### src/rtl/ram_burst_pkg.sv
// Shared types and default widths for the RAM burst master.
// Latency: n/a (declarations only).
// Backpressure: n/a.
// Optional feature macro RAM_BURST_NOWRAP_EN is consumed by the interface and top.
package ram_burst_pkg;

    localparam int ADDR_W_DEF = 4;
    localparam int DATA_W_DEF = 8;

    typedef enum logic [1:0] {
        IDLE  = 2'd0,
        WRITE = 2'd1,
        READ  = 2'd2,
        DRAIN = 2'd3
    } state_t;

endpackage

### src/rtl/ram_burst_master_if.sv
// Bundles command, write stream, read stream, status and RAM pins of the burst master.
// Latency: n/a (wiring only).
// Backpressure: cmd_ready / wr_ready / rd_ready carry all flow control.
// master = burst controller side, slave = host + RAM side.
// Macro RAM_BURST_NOWRAP_EN adds the err pulse output.
interface ram_burst_master_if
    import ram_burst_pkg::*;
#(
    parameter int ADDR_W = ADDR_W_DEF,
    parameter int DATA_W = DATA_W_DEF
);
    logic              cmd_valid;
    logic              cmd_ready;
    logic              cmd_write;
    logic [ADDR_W-1:0] cmd_addr;
    logic [ADDR_W-1:0] cmd_len;
    logic              wr_valid;
    logic              wr_ready;
    logic [DATA_W-1:0] wr_data;
    logic              rd_valid;
    logic              rd_ready;
    logic [DATA_W-1:0] rd_data;
    logic              busy;
    logic              done;
    logic              ram_we;
    logic [ADDR_W-1:0] ram_addr;
    logic [DATA_W-1:0] ram_din;
    logic [DATA_W-1:0] ram_dout;
`ifdef RAM_BURST_NOWRAP_EN
    logic              err;
`endif

    modport master (
`ifdef RAM_BURST_NOWRAP_EN
        output err,
`endif
        input  cmd_valid, cmd_write, cmd_addr, cmd_len,
        input  wr_valid, wr_data, rd_ready, ram_dout,
        output cmd_ready, wr_ready, rd_valid, rd_data,
        output busy, done, ram_we, ram_addr, ram_din
    );

    modport slave (
`ifdef RAM_BURST_NOWRAP_EN
        input  err,
`endif
        output cmd_valid, cmd_write, cmd_addr, cmd_len,
        output wr_valid, wr_data, rd_ready, ram_dout,
        input  cmd_ready, wr_ready, rd_valid, rd_data,
        input  busy, done, ram_we, ram_addr, ram_din
    );

endinterface

### src/rtl/ram_rd_skid.sv
// 2-entry skid buffer on the RAM read return path, with fall-through when empty.
// Latency: 0 cycles when empty (din shows straight on rd_data), else from the head entry.
// Backpressure: rd_ready low holds rd_data; caller must not push into a full buffer.
// Ports: clk, rst, push/din (fill side), rd_valid/rd_ready/rd_data (drain side), count (stored entries).
module ram_rd_skid #(
    parameter int DATA_W = 8
) (
    input  logic              clk,
    input  logic              rst,
    input  logic              push,
    input  logic [DATA_W-1:0] din,
    output logic              rd_valid,
    input  logic              rd_ready,
    output logic [DATA_W-1:0] rd_data,
    output logic [1:0]        count
);
    logic [DATA_W-1:0] mem [2];
    logic              wptr;
    logic              rptr;
    logic [1:0]        cnt;
    logic              empty;
    logic              store;
    logic              take;

    assign empty    = (cnt == 2'd0);
    assign rd_valid = !empty || push;
    assign rd_data  = (empty && push) ? din : mem[rptr];
    assign count    = cnt;

    // An incoming beat consumed in the same cycle it arrives never gets stored.
    assign store = push && !(empty && rd_ready);
    assign take  = rd_ready && !empty;

    always_ff @(posedge clk or posedge rst) begin
        if (rst) begin
            mem[0] <= '0;
            mem[1] <= '0;
            wptr   <= 1'b0;
            rptr   <= 1'b0;
            cnt    <= 2'd0;
        end else begin
            if (store) begin
                mem[wptr] <= din;
                wptr      <= ~wptr;
            end
            if (take) begin
                rptr <= ~rptr;
            end
            cnt <= cnt + {1'b0, store} - {1'b0, take};
        end
    end

endmodule

### src/rtl/ram_burst_master.sv
// Burst controller in front of a single-port RAM with 1-cycle registered read.
// Latency: write beats hit the RAM on their handshake edge; first read beat 2 cycles after command accept.
// Backpressure: cmd_ready only in IDLE; wr_ready whole WRITE burst; reads throttled to 2 outstanding.
// Ports: clk, rst (async, active-high), bus (ram_burst_master_if.master).
// Macro RAM_BURST_NOWRAP_EN: bursts crossing the top address are rejected with an err pulse.
module ram_burst_master
    import ram_burst_pkg::*;
#(
    parameter int ADDR_W = ADDR_W_DEF,
    parameter int DATA_W = DATA_W_DEF
) (
    input  logic           clk,
    input  logic           rst,
    ram_burst_master_if.master bus
);
    state_t            state;
    logic [ADDR_W-1:0] addr_q;
    logic [ADDR_W-1:0] len_q;
    logic [ADDR_W-1:0] cnt_q;
    logic [ADDR_W-1:0] addr_hold_q;
    logic              inflight_q;
    logic              done_q;
    logic              skid_vld;
    logic [DATA_W-1:0] skid_dat;
    logic [1:0]        skid_cnt;
    logic              pop;
    logic              issue;
    logic              wr_beat;
    logic              last_beat;
    logic [2:0]        occ;
`ifdef RAM_BURST_NOWRAP_EN
    logic              err_q;
    logic              crosses;

    assign crosses = ({1'b0, bus.cmd_addr} + {1'b0, bus.cmd_len}) > {1'b0, {ADDR_W{1'b1}}};
    assign bus.err = err_q;
`endif

    ram_rd_skid #(.DATA_W(DATA_W)) u_skid (
        .clk      (clk),
        .rst      (rst),
        .push     (inflight_q),
        .din      (bus.ram_dout),
        .rd_valid (skid_vld),
        .rd_ready (bus.rd_ready),
        .rd_data  (skid_dat),
        .count    (skid_cnt)
    );

    assign pop       = skid_vld && bus.rd_ready;
    assign wr_beat   = (state == WRITE) && bus.wr_valid;
    assign last_beat = (cnt_q == len_q);
    // Occupancy the skid will hold after this edge; an issue now lands next cycle,
    // so keeping this below 2 means the skid can never overflow.
    assign occ       = {1'b0, skid_cnt} + {2'b0, inflight_q} - {2'b0, pop};
    assign issue     = (state == READ) && (occ < 3'd2);

    assign bus.cmd_ready = (state == IDLE) && !rst;
    assign bus.wr_ready  = (state == WRITE);
    assign bus.ram_we    = wr_beat;
    assign bus.ram_addr  = (state == WRITE || state == READ) ? addr_q : addr_hold_q;
    assign bus.ram_din   = (state == WRITE) ? bus.wr_data : '0;
    assign bus.rd_valid  = skid_vld;
    assign bus.rd_data   = skid_dat;
    assign bus.busy      = (state != IDLE);
    assign bus.done      = done_q;

    always_ff @(posedge clk or posedge rst) begin
        if (rst) begin
            state       <= IDLE;
            addr_q      <= '0;
            len_q       <= '0;
            cnt_q       <= '0;
            addr_hold_q <= '0;
            inflight_q  <= 1'b0;
            done_q      <= 1'b0;
`ifdef RAM_BURST_NOWRAP_EN
            err_q       <= 1'b0;
`endif
        end else begin
            done_q     <= 1'b0;
            inflight_q <= issue;
`ifdef RAM_BURST_NOWRAP_EN
            err_q      <= 1'b0;
`endif
            // Remember the last address driven so ram_addr stays put once idle.
            if (state == WRITE || state == READ) begin
                addr_hold_q <= addr_q;
            end
            case (state)
                IDLE: begin
                    if (bus.cmd_valid) begin
                        addr_q <= bus.cmd_addr;
                        len_q  <= bus.cmd_len;
                        cnt_q  <= '0;
`ifdef RAM_BURST_NOWRAP_EN
                        if (crosses) begin
                            err_q <= 1'b1;
                        end else begin
                            state <= bus.cmd_write ? WRITE : READ;
                        end
`else
                        state <= bus.cmd_write ? WRITE : READ;
`endif
                    end
                end
                WRITE: begin
                    if (wr_beat) begin
                        addr_q <= addr_q + 1'b1;
                        cnt_q  <= cnt_q + 1'b1;
                        if (last_beat) begin
                            state  <= IDLE;
                            done_q <= 1'b1;
                        end
                    end
                end
                READ: begin
                    if (issue) begin
                        addr_q <= addr_q + 1'b1;
                        cnt_q  <= cnt_q + 1'b1;
                        if (last_beat) begin
                            state <= DRAIN;
                        end
                    end
                end
                DRAIN: begin
                    if (!inflight_q && skid_cnt == 2'd0) begin
                        state  <= IDLE;
                        done_q <= 1'b1;
                    end
                end
                default: state <= IDLE;
            endcase
        end
    end

endmodule

### src/flat_wrapper.sv
// flat-port wrapper written by rule: the top's interface ports become plain ports
module ram_burst_master_flat import ram_burst_pkg::*;
#(
    parameter int ADDR_W = ADDR_W_DEF,
    parameter int DATA_W = DATA_W_DEF
)
  (clk, rst, bus_cmd_valid, bus_cmd_write, bus_cmd_addr, bus_cmd_len, bus_wr_valid, bus_wr_data, bus_rd_ready, bus_ram_dout, bus_cmd_ready, bus_wr_ready, bus_rd_valid, bus_rd_data, bus_busy, bus_done, bus_ram_we, bus_ram_addr, bus_ram_din);
  ram_burst_master_if #(.ADDR_W(ADDR_W), .DATA_W(DATA_W)) bus_i ();
  input  logic clk;
  input  logic rst;
  input wire logic [$bits(bus_i.cmd_valid)-1:0] bus_cmd_valid;
  input wire logic [$bits(bus_i.cmd_write)-1:0] bus_cmd_write;
  input wire logic [$bits(bus_i.cmd_addr)-1:0] bus_cmd_addr;
  input wire logic [$bits(bus_i.cmd_len)-1:0] bus_cmd_len;
  input wire logic [$bits(bus_i.wr_valid)-1:0] bus_wr_valid;
  input wire logic [$bits(bus_i.wr_data)-1:0] bus_wr_data;
  input wire logic [$bits(bus_i.rd_ready)-1:0] bus_rd_ready;
  input wire logic [$bits(bus_i.ram_dout)-1:0] bus_ram_dout;
  output wire logic [$bits(bus_i.cmd_ready)-1:0] bus_cmd_ready;
  output wire logic [$bits(bus_i.wr_ready)-1:0] bus_wr_ready;
  output wire logic [$bits(bus_i.rd_valid)-1:0] bus_rd_valid;
  output wire logic [$bits(bus_i.rd_data)-1:0] bus_rd_data;
  output wire logic [$bits(bus_i.busy)-1:0] bus_busy;
  output wire logic [$bits(bus_i.done)-1:0] bus_done;
  output wire logic [$bits(bus_i.ram_we)-1:0] bus_ram_we;
  output wire logic [$bits(bus_i.ram_addr)-1:0] bus_ram_addr;
  output wire logic [$bits(bus_i.ram_din)-1:0] bus_ram_din;
  assign bus_i.cmd_valid = bus_cmd_valid;
  assign bus_i.cmd_write = bus_cmd_write;
  assign bus_i.cmd_addr = bus_cmd_addr;
  assign bus_i.cmd_len = bus_cmd_len;
  assign bus_i.wr_valid = bus_wr_valid;
  assign bus_i.wr_data = bus_wr_data;
  assign bus_i.rd_ready = bus_rd_ready;
  assign bus_i.ram_dout = bus_ram_dout;
  assign bus_cmd_ready = bus_i.cmd_ready;
  assign bus_wr_ready = bus_i.wr_ready;
  assign bus_rd_valid = bus_i.rd_valid;
  assign bus_rd_data = bus_i.rd_data;
  assign bus_busy = bus_i.busy;
  assign bus_done = bus_i.done;
  assign bus_ram_we = bus_i.ram_we;
  assign bus_ram_addr = bus_i.ram_addr;
  assign bus_ram_din = bus_i.ram_din;
  ram_burst_master #(.ADDR_W(ADDR_W), .DATA_W(DATA_W)) u_core (.clk(clk), .rst(rst), .bus(bus_i));
endmodule
### config.mk
export PLATFORM = sky130hd
export DESIGN_NAME = ram_burst_master_flat
export DESIGN_NICKNAME = d
export VERILOG_FILES = /design/src/rtl/ram_burst_pkg.sv /design/src/rtl/ram_burst_master_if.sv /design/src/rtl/ram_rd_skid.sv /design/src/rtl/ram_burst_master.sv /design/src/flat_wrapper.sv
export SDC_FILE = /design/constraint.sdc
export NUM_CORES = 1
export LEC_CHECK = 0
export ABC_AREA = 1
export BUFFER_PORTS_ARGS = -buffer_cell sky130_fd_sc_hd__buf_2
export CAP_MARGIN = 20
export CELL_PAD_IN_SITES_DETAIL_PLACEMENT = 0
export CELL_PAD_IN_SITES_GLOBAL_PLACEMENT = 1
export CORE_ASPECT_RATIO = 1.4
export CORE_MARGIN = 4
export CORE_UTILIZATION = 43
export CTS_BUF_LIST = sky130_fd_sc_hd__clkbuf_8
export CTS_CLUSTER_SIZE = 14
export DETAILED_ROUTE_END_ITERATION = 6
export PLACE_DENSITY_LB_ADDON = 0.2
export SETUP_SLACK_MARGIN = 0.02
export SLEW_MARGIN = 40
export SYNTH_ARGS = -nofsm -noshare
export SYNTH_HDL_FRONTEND = slang
export SYNTH_SLANG_ARGS = --single-unit
export TNS_END_PERCENT = 10
### constraint.sdc
create_clock -name clk -period 3.6 [get_ports clk]
set_input_delay 0 -clock clk [delete_from_list [all_inputs] [get_ports clk]]
set_output_delay 0 -clock clk [all_outputs]
set_load 0.02 [all_outputs]
==> results by group <==
Timing
  • Slew Limit Headroom: ~65%
  • Peak Freq: roughly 0.40 GHz
  • Post-Route Setup TNS: 0 ns
  • Post-Route Skew: 0.00343 ns
  • Worst-Margin Slew: around 0.52 ns
  • Pins Over Slew Limit: 0
  • Period utilisation layout: 69.5%
  • # setup viols final: 0
  • RSZ-0062 raised after global routing: false
  • Crit path time final: ~2.5 ns
  • Hold Vio Cnt, Final: 0

Floorplanning
  • FP Rows: 31
  • Starting density of the core: 44.4%
  • Core Region: 5200 um2
  • IO Count: 56
  • Horiz. Die Dim: between 60 and 70 um
  • Die Area: 6610 um2
  • Die Span Y: 94.6 um

Clock tree
  • H-tree levels: 2
  • Post-CTS Resized: 0
  • Clock Tree Buf Depth: 2
  • Clk root buf: clkbuf_8
  • Worst-path clk slew: ~0.070 ns
  • CTS tree: yes
  • Num CTS Buffers: 5
  • Clk_lat worst skew: ~0.28 ns
  • Clock sink count: 40

Synthesis
  • Synth area leaders: dfrtp_1, nand2_1, inv_1
  • Mapped Cells: 305
  • Post-synth EDFFs: 0
  • Fraction of registers with async set/reset: 100%
  • Synth area leader: dfrtp_1
  • Post-synth top flop: dfrtp_1
  • Syn_area_per_cell: 7.56 um2
  • Sequential-to-total area share from yosys stat: about 43%
  • FF+latch count, synth: 40
  • Synth Net Count: roughly 350
  • Top cell type's share of synthesized area: 43.4%
  • Distinct cells, synth: 28
  • Mapped Area: 2310 um2
  • Yosys warning total: 0

Detailed routing
  • DRC Markers: 0
  • Antenna Nets Post-Route: 0
  • Initial DRC count: 99
  • Routed WL: 4940 um
  • Via count: 2,064
  • Pre-antenna DRT Iters: 6
  • Post-DR wirelength/cell: 11.2 um
  • Vias per inst: 4.68

Global routing
  • Pin count of the biggest net entering global routing: 41
  • Vias in the first global route: 2,021
  • Global Route Usage Sum: 16.2%
  • GRT overflow: 0
  • First-pass GRT wire length: 8780 um
  • Initial antenna violation count: 0

Worst setup path
  • Critical path type: flip-flop to flip-flop
  • CP max stage delay: 0.50 ns
  • CP delay by family, top: adder cells
  • Worst EP required: 3.77 ns
  • Setup crit start kind: flip-flop
  • Critical path's slowest cell: fa_1
  • R2r setup slk: 1.10 ns
  • Crit path cell chain: nor2_4 > a21oi_1 > ha_1 > nor2_1 > fa_1 > inv_1 > nand2_1 > nor2_2 > o21ai_4 > inv_1 > nand2_1 > o21ai_1
  • WP buf/inv: 2
  • Crit-path max FO: 13
  • Arr. time, crit path: 2.68 ns
  • CP Capture Type: flip-flop

Cells and area
  • Cell area after layout: 2850 um2
  • Final core utilization: 54.8%
  • Commonest non-fill, non-tap cell in the layout: nand2_1
  • Layout cells sized above 1: approximately a fifth
  • ANT cells: 0
  • Nets: 417
  • Most frequent cells in the layout: nand2_1, buf_2, dfrtp_1, inv_1, nor2_1
  • Area growth from synthesis to layout: 23.4%

Pwr
  • Internal power: ~1.2 mW
  • Clock power frac: 11.5%
  • Total power divided by cell area: 848 nW/um2
  • Sw Share: 48.4%
  • Combinational share of power: 55.0%
  • PnR Total Power: 2.41 mW
  • LEAKAGE: 1.62 nW
  • P_sw: 1.17 mW
  • Sequential share of power: between 30 and 40%
  • Worst vdd rail ir drop: between 0.5 and 0.6 mV

Placement
  • Final HPWL from detailed placement: 3640 um
  • Placed cell areas: 2630 um2
  • Port-buffer cells: 55
  • Final Wtd Congestion: 0.727

Run
  • Max_cap viols: 0

Run status
  • Status: finished, final reports clean

Min path
  • Hold Crit Class: primary input to flip-flop
[metrics by stage]
step | instances | hold WS (ns) | setup WS [ns]
after floorplan | 305 | 0.0798 | 1.36
after global placement | 420 | 0.174 | 1.13
after detailed placement | 420 | 0.180 | 1.09
after CTS | 441 | 0.00297 | 1.08
after global routing | 441 | 0.0233 | 0.881
final | 441 | 0.0126 | 1.10
[routing by layer]
layer	vias to the layer above	GRT usage (%)	wire [um]
li1	1078	-	-
met1	939	18.8	2060
met2	42	30.4	2610
met3	5	3.30	216
met4	0	3.83	51
met5	-	0	0
[flip-flops by register name, indices dropped and copies added (netlist names)]
name and count:
u_core.addr_q 4, u_core.state 2, u_core.len_q 4, u_core.u_skid.count 2, u_core.u_skid.mem 16, u_core.cnt_q 4, u_core.bus.done 1, u_core.inflight_q 1
u_core.u_skid.rptr 1, u_core.u_skid.wptr 1, u_core.addr_hold_q 4
[Yosys cell counts, types with 3 or more instances]
cell type	n
nand2_2	3
a21oi_1	6
o21ai_2	4
nor2_4	3
nor2_1	22
nand2_1	118
dfrtp_1	40
ha_1	11
inv_1	38
or2_2	3
clkbuf_1	3
nand3_1	6
o21ai_0	18
xor2_1	3
o21ai_1	4
a31oi_1	8
[kinds of logic after synthesis]
family                     Yosys count  synth area share (%)
AOI/OAI and AO/OA                   42                  10.8
xor gates and xnor gates             5                  1.90
adders and majority gates           12                  6.84
buffers and inverters               46                  8.19
DFF                                 40                  43.4
muxes                                1                 0.434
and+or+nand+nor                    159                  28.4
[worst register-to-register path, cell delays in order, from the launching register on]
cell,delay [ns]
dfrtp_1,0.46
nor2_4,0.20
a21oi_1,0.09
ha_1,0.28
nor2_1,0.05
fa_1,0.50
inv_1,0.04
nand2_1,0.09
nor2_2,0.06
o21ai_4,0.34
inv_1,0.16
nand2_1,0.08
o21ai_1,0.06
[layout make-up]
type                    instances  area (um2)
fillers                       516        2350
multi-input cells             219        1120
flip-flops and latches         40        1000
repair buffers                 70         423
inverters                      39         146
well taps                      66        82.6
clock buffers                   5        68.8
clock inverters                 2        8.76
[power groups by stage]
stage                     Sequential (mW)  Combinational [mW]  Clock [mW]
final                               0.810                1.33       0.277
after global routing                0.838                1.53       0.308
after CTS                           0.810                1.36       0.288
after detailed placement            0.818                1.34           0
after global placement              0.815                1.32           0
after floorplan                     0.752                1.08           0
[path summary, 6_finish.rpt]
| path | startpoint | to | depth (start not counted) |
|---|---|---|---|
| setup / recovery | u_core.u_skid.count[1] | u_core.addr_q[2] | 12 |
| hold / removal | bus_cmd_addr[3] | u_core.addr_q[3] | 5 |
| setup reg to reg | u_core.u_skid.count[1] | u_core.addr_q[2] | 12 |
| hold reg to reg | u_core.addr_hold_q[1] | u_core.addr_hold_q[1] | 2 |
| max in group asynchronous | rst | u_core.state[1] | 4 |
| min in group asynchronous | rst | u_core.addr_hold_q[2] | 4 |
[timing repair]
action	4_1_cts	5_1_grt
hold buffers	14	0
endpoints found under the setup margin	0	0
setup buffers	0	0
hold endpoints to repair	61	0
Note: power is estimated with default switching activity, not from simulation.
